## src/rtl/sclk_fifo_lut.sv

```systemverilog
// Single-clock FWFT FIFO on distributed memory with wrap-bit pointers.
// Optional sticky overflow/underflow flags: define SCLK_FIFO_LUT_ERR_FLAGS_EN.
module sclk_fifo_lut #(
  parameter int LOG2_FIFO_DEPTH = 3,
  parameter int FIFO_WIDTH      = 8
) (
  input  logic                     clk,
  input  logic                     srst,
  input  logic                     wen,
  input  logic [FIFO_WIDTH-1:0]    wdata,
  output logic                     wfull,
  output logic [LOG2_FIFO_DEPTH:0] wlevel,
  input  logic                     ren,
  output logic [FIFO_WIDTH-1:0]    rdata,
  output logic                     rempty,
  output logic [LOG2_FIFO_DEPTH:0] rlevel
`ifdef SCLK_FIFO_LUT_ERR_FLAGS_EN
  ,
  output logic                     werr,
  output logic                     rerr
`endif
);

  localparam int DEPTH = 1 << LOG2_FIFO_DEPTH;
  localparam logic [LOG2_FIFO_DEPTH:0] PTR_ONE = {{LOG2_FIFO_DEPTH{1'b0}}, 1'b1};
  localparam logic [LOG2_FIFO_DEPTH:0] PTR_ZERO = {(LOG2_FIFO_DEPTH+1){1'b0}};

  logic [FIFO_WIDTH-1:0]    mem_r [DEPTH];
  logic [LOG2_FIFO_DEPTH:0] wptr_r;
  logic [LOG2_FIFO_DEPTH:0] rptr_r;
  logic [LOG2_FIFO_DEPTH:0] occupancy_s;
  logic                     full_s;
  logic                     empty_s;
  logic                     wr_accept_s;
  logic                     rd_accept_s;

  // Flags come from the registered pointers only, never from wen/ren.
  assign empty_s     = (wptr_r == rptr_r);
  assign full_s      = (wptr_r[LOG2_FIFO_DEPTH] != rptr_r[LOG2_FIFO_DEPTH]) &&
                       (wptr_r[LOG2_FIFO_DEPTH-1:0] == rptr_r[LOG2_FIFO_DEPTH-1:0]);
  assign occupancy_s = wptr_r - rptr_r;
  assign wr_accept_s = wen & ~full_s & ~srst;
  assign rd_accept_s = ren & ~empty_s & ~srst;

  assign rempty = empty_s;
  assign wfull  = full_s;
  assign wlevel = occupancy_s;
  assign rlevel = occupancy_s;
  assign rdata  = mem_r[rptr_r[LOG2_FIFO_DEPTH-1:0]];

  // Storage array: synchronous write, no reset.
  always_ff @(posedge clk) begin
    if (wr_accept_s) begin
      mem_r[wptr_r[LOG2_FIFO_DEPTH-1:0]] <= wdata;
    end
  end

  // Write and read pointers, wrapping modulo twice the depth.
  always_ff @(posedge clk) begin
    if (srst) begin
      wptr_r <= PTR_ZERO;
      rptr_r <= PTR_ZERO;
    end else begin
      if (wr_accept_s) begin
        wptr_r <= wptr_r + PTR_ONE;
      end
      if (rd_accept_s) begin
        rptr_r <= rptr_r + PTR_ONE;
      end
    end
  end

`ifdef SCLK_FIFO_LUT_ERR_FLAGS_EN
  logic werr_r;
  logic rerr_r;

  // Sticky attempt-while-full / attempt-while-empty flags.
  always_ff @(posedge clk) begin
    if (srst) begin
      werr_r <= 1'b0;
      rerr_r <= 1'b0;
    end else begin
      if (wen && full_s) begin
        werr_r <= 1'b1;
      end
      if (ren && empty_s) begin
        rerr_r <= 1'b1;
      end
    end
  end

  assign werr = werr_r;
  assign rerr = rerr_r;
`endif

endmodule

```

## config.mk

```make
export PLATFORM = sky130hd
export DESIGN_NAME = sclk_fifo_lut
export DESIGN_NICKNAME = d
export VERILOG_FILES = /design/src/rtl/sclk_fifo_lut.sv
export SDC_FILE = /design/constraint.sdc
export NUM_CORES = 1
export LEC_CHECK = 0
export CORE_AREA = 2 2 82 100
export DETAILED_ROUTE_END_ITERATION = 7
export DIE_AREA = 0 0 84 102
export PLACE_DENSITY_LB_ADDON = 0.25
export SKIP_CTS_REPAIR_TIMING = 1
export SYNTH_ARGS = -nofsm -noshare
export SYNTH_HDL_FRONTEND = slang
export SYNTH_SLANG_ARGS = --single-unit
```

## constraint.sdc

```tcl
create_clock -name clk -period 2.85 [get_ports clk]
set_clock_uncertainty 0.1 [all_clocks]
set_input_delay 0.57 -clock clk [delete_from_list [all_inputs] [get_ports clk]]
set_output_delay 0.57 -clock clk [all_outputs]
set_load 0.05 [all_outputs]
```

==> flow_results.xml <==
<?xml version="1.0" encoding="UTF-8"?>
<metrics>
  <group name="critical_path">
    <metric name="r2r-end" unit="">mem_r[0][1]</metric>
    <metric name="cp_num_buf_inv" unit="">2</metric>
    <metric name="largest_stage_delay_on_the_critical_path" unit="ps">600</metric>
    <metric name="timing.reg2reg.setup_slack" unit="ps">450</metric>
    <metric name="cp_dominant_cell_by_count" unit="">sky130_fd_sc_hd__buf_4</metric>
    <metric name="critical-path-slowest-cell" unit="">sky130_fd_sc_hd__mux4_1</metric>
    <metric name="cp-start-kind" unit="">flip-flop</metric>
    <metric name="worstSetupEndpointType" unit="">output pin</metric>
    <metric name="timing.critical_path.fanout_max" unit="">16</metric>
    <metric name="endpoint_required_time_on_the_critical_path" unit="ps">2180</metric>
    <metric name="reg2reg_from" unit="">wptr_r[0]</metric>
    <metric name="timing.critical_path.max_delay_family" unit="">multiplexers</metric>
    <metric name="cp.arrival" unit="ps">2030</metric>
    <metric name="timing.reg2reg.worst_path_depth" unit="">7</metric>
    <metric name="timing.critical_path.cells" unit="">buf_4 -&gt; mux4_1 -&gt; mux2_2 -&gt; buf_4</metric>
    <metric name="crit_type" unit="">reg2out</metric>
  </group>
  <group name="floorplan">
    <metric name="design.core.area" unit="µm²">7576</metric>
    <metric name="die_area" unit="µm²">8568</metric>
    <metric name="die_h" unit="µm">102</metric>
    <metric name="dieWidth" unit="µm">84</metric>
    <metric name="boundaryPins" unit="">30</metric>
    <metric name="floorplan.initialDensity" unit="%">41.45</metric>
    <metric name="row_count" unit="">35</metric>
  </group>
  <group name="pwr">
    <metric name="fin_total_pwr" unit="µW">2994</metric>
    <metric name="leakagePower" unit="µW">0.001372</metric>
    <metric name="power.density" unit="nW/µm²">780.5</metric>
    <metric name="irDropWorstVdd" unit="mV">0.4635</metric>
  </group>
  <group name="global_route">
    <metric name="grt.total_usage" unit="%">13.30</metric>
    <metric name="grt.overflow.total" unit="">0</metric>
    <metric name="grt_max_degree" unit="">17</metric>
    <metric name="antenna_found_initial" unit="">0</metric>
    <metric name="first_global_vias" unit="">1582</metric>
    <metric name="global_route_wire_length_before_repair" unit="µm">8176</metric>
  </group>
  <group name="synthesis">
    <metric name="synth-seq-cells" unit="">75</metric>
    <metric name="synth_adder_area_share" unit="%">2.629</metric>
    <metric name="synth_mux_area_share" unit="%">16.77</metric>
    <metric name="area_fraction_in_compound_gates_after_synthesis" unit="%">1.633</metric>
    <metric name="dominant_cells_by_area_after_synthesis" unit="">sky130_fd_sc_hd__edfxtp_1 61%, sky130_fd_sc_hd__mux4_1 13%, sky130_fd_sc_hd__dfxtp_1 7.0%, sky130_fd_sc_hd__mux2_2 2.9%, sky130_fd_sc_hd__nor2_1 2.3%</metric>
    <metric name="syn-cell-area" unit="µm²">3141</metric>
    <metric name="postSynthNetCount" unit="">190</metric>
    <metric name="synth_edf_count" unit="">64</metric>
    <metric name="synthesized_instance_count" unit="">172</metric>
    <metric name="synth-xor-area-share" unit="%">3.028</metric>
    <metric name="yosys.area_share.simple" unit="%">4.422</metric>
    <metric name="yosysUniqueCellTypes" unit="">32</metric>
    <metric name="yosysWarnings" unit="">0</metric>
    <metric name="synth-seq-area-share" unit="%">68.21</metric>
    <metric name="netlist.top_cell.by_area" unit="">sky130_fd_sc_hd__edfxtp_1</metric>
    <metric name="synth_largest_type_area_fraction" unit="%">61.20</metric>
    <metric name="avgSynthCellArea" unit="µm²">18.26</metric>
    <metric name="synth-main-ff-cell" unit="">sky130_fd_sc_hd__edfxtp_1</metric>
    <metric name="combinational_family_with_the_most_area_after_synthesis" unit="">multiplexers</metric>
    <metric name="yosysMostFrequentCell" unit="">sky130_fd_sc_hd__edfxtp_1</metric>
    <metric name="synth.cells.most_frequent" unit="">64 x sky130_fd_sc_hd__edfxtp_1, 19 x sky130_fd_sc_hd__nor2_1, 15 x sky130_fd_sc_hd__mux4_1</metric>
    <metric name="asyncSetResetFlopFracSynth" unit="%">0</metric>
  </group>
  <group name="drt">
    <metric name="drc" unit="">0</metric>
    <metric name="detail_route.wl_per_cell" unit="µm">16.88</metric>
    <metric name="ant_nets" unit="">0</metric>
    <metric name="drt_first_pass_iters" unit="">4</metric>
    <metric name="vias" unit="">1568</metric>
    <metric name="drt_first_iter_violations" unit="">90</metric>
    <metric name="route.final.wire_length" unit="µm">5232</metric>
    <metric name="via_per_inst" unit="">5.058</metric>
  </group>
  <group name="sta">
    <metric name="slew-limit-headroom" unit="%">66.97</metric>
    <metric name="hold_viol" unit="">0</metric>
    <metric name="period_utilization_post_route" unit="%">94.62</metric>
    <metric name="setup_violations" unit="">0</metric>
    <metric name="postLayoutSetupSlackWorst" unit="ps">153.4</metric>
    <metric name="max_freq" unit="MHz">370.8</metric>
    <metric name="grt_setup_unrepaired" unit="">false</metric>
    <metric name="totalNegativeSetupSlack" unit="ps">0</metric>
    <metric name="timing_max_transition_violations_final" unit="">0</metric>
    <metric name="worstMarginPinSlew" unit="ps">491.9</metric>
    <metric name="period_minus_slack" unit="ps">2697</metric>
    <metric name="final_hold_slack" unit="ps">489.8</metric>
  </group>
  <group name="status">
    <metric name="status" unit="">finished clean</metric>
  </group>
  <group name="worst_hold_path">
    <metric name="number_of_instances_on_the_worst_hold_path" unit="">3</metric>
    <metric name="hold_start" unit="">rptr_r[2]</metric>
    <metric name="min-delay-path-class" unit="">reg2reg</metric>
    <metric name="hold-path-endpoint" unit="">rptr_r[2]</metric>
  </group>
  <group name="cells_and_area">
    <metric name="final_core_utilization" unit="%">50.64</metric>
    <metric name="final_net_count" unit="">231</metric>
    <metric name="post_route_cells_drive_above_1_share" unit="%">25.23</metric>
    <metric name="n_antenna_cell" unit="">0</metric>
    <metric name="areaGrowthSynthToFinish" unit="%">22.15</metric>
  </group>
  <group name="clock_network">
    <metric name="tritoncts" unit="">built</metric>
    <metric name="cts.reportedPaths.clkPinSlew" unit="ps">70</metric>
    <metric name="ctsRootBufferMaster" unit="">sky130_fd_sc_hd__clkbuf_8</metric>
    <metric name="clkLatencyLatePin" unit="ps">330</metric>
    <metric name="cts_inserted_buffers" unit="">9</metric>
    <metric name="tritoncts_num_sinks" unit="">75</metric>
    <metric name="max-clock-path-buffers" unit="">2</metric>
    <metric name="htreeDepth" unit="">3</metric>
  </group>
  <group name="placed_design">
    <metric name="hpwl" unit="µm">3391</metric>
    <metric name="globalplace.congestion" unit="">0.7826</metric>
    <metric name="post_place_setup_slack" unit="ps">432.0</metric>
    <metric name="io_buffers" unit="">29</metric>
  </group>
  <group name="flow_run">
    <metric name="max_cap_violations" unit="">0</metric>
  </group>
</metrics>
==> through the flow <==
step                      instance area [µm²]  cells
after floorplan                          3148    172
after global placement                   3593    294
after detailed placement                 3593    294
after CTS                                3831    310
after global routing                     3836    310
final                                    3836    310
==> tightest hold or removal path, delay by kind of cell (launching register included) <==
kind,cells,cell delay (ps)
xor+xnor,1,90
buf+inv,1,80
flops,1,310
simple gates,1,70
==> area by class of cell <==
type | count | area, µm²
sequential | 75 | 2142
clock buffer | 13 | 170.2
clock inverter | 3 | 67.56
fill | 622 | 3740
multi-input combinational | 80 | 902.1
tap | 92 | 115.1
timing repair buffer | 40 | 412.9
inverter | 7 | 26.28
==> layer usage <==
layer  vias to the layer above  share of wire (%)  wire (µm)  track usage, %
met3                         4                5.6        293           4.847
met4                         0               0.84         44           4.467
met5                         -                  0          0               0
li1                        753                  -          -               -
met2                        36                 55       2857           23.94
met1                       775                 39       2036           14.73
==> state kept, by name (all words and copies together), names as in the netlist, named ones only <==
register	cells
mem_r	64
rptr_r	4
wptr_r	4
==> where the power goes <==
part	total [µW]	leakage, µW	switching [µW]	internal (µW)
Combinational	836	0.000590	482	353
Sequential	1240	0.000668	19.7	1220
Clock	921	0.000115	350	571
==> kinds of logic after synthesis <==
logic type | after synthesis
flip-flops | 75
AND/OR/NAND/NOR | 30
AO/OA/AOI/OAI | 8
multiplexers | 26
XOR/XNOR | 10
buffers and inverters | 17
adder cells (fa/ha/maj) | 6
==> layout by cell type, fill, tap and decap left out, drive strengths merged, types with 2 or more instances in the layout <==
cell type,synthesis,routed
edfxtp,64,64
buf,8,27
nor2,19,19
mux4,16,16
clkbuf,2,13
dfxtp,11,11
clkdlybuf4s50,0,11
mux2,8,8
inv,7,7
xnor2,7,7
ha,5,5
a21oi,3,3
xor2,3,3
nand2,3,3
mux2i,2,2
o211ai,2,2
nand4,2,2
bufinv,0,2
dlymetal6s2s,0,2
o21ai,2,2
nor3,2,2
==> worst max path at each step <==
stage                          from        end  slack (ps)  cells past startpoint
final                     flip-flop   rdata[1]         150                      4
after detailed placement  wptr_r[0]  rlevel[0]         430                      4
after floorplan           wptr_r[0]  wlevel[3]          20                      7
after global routing      rptr_r[1]  rlevel[3]          20                      6
after global placement    wptr_r[0]  wlevel[0]         450                      4
after CTS                 wptr_r[0]  rlevel[0]          40                      4
Note: power is estimated with default switching activity, not from simulation.
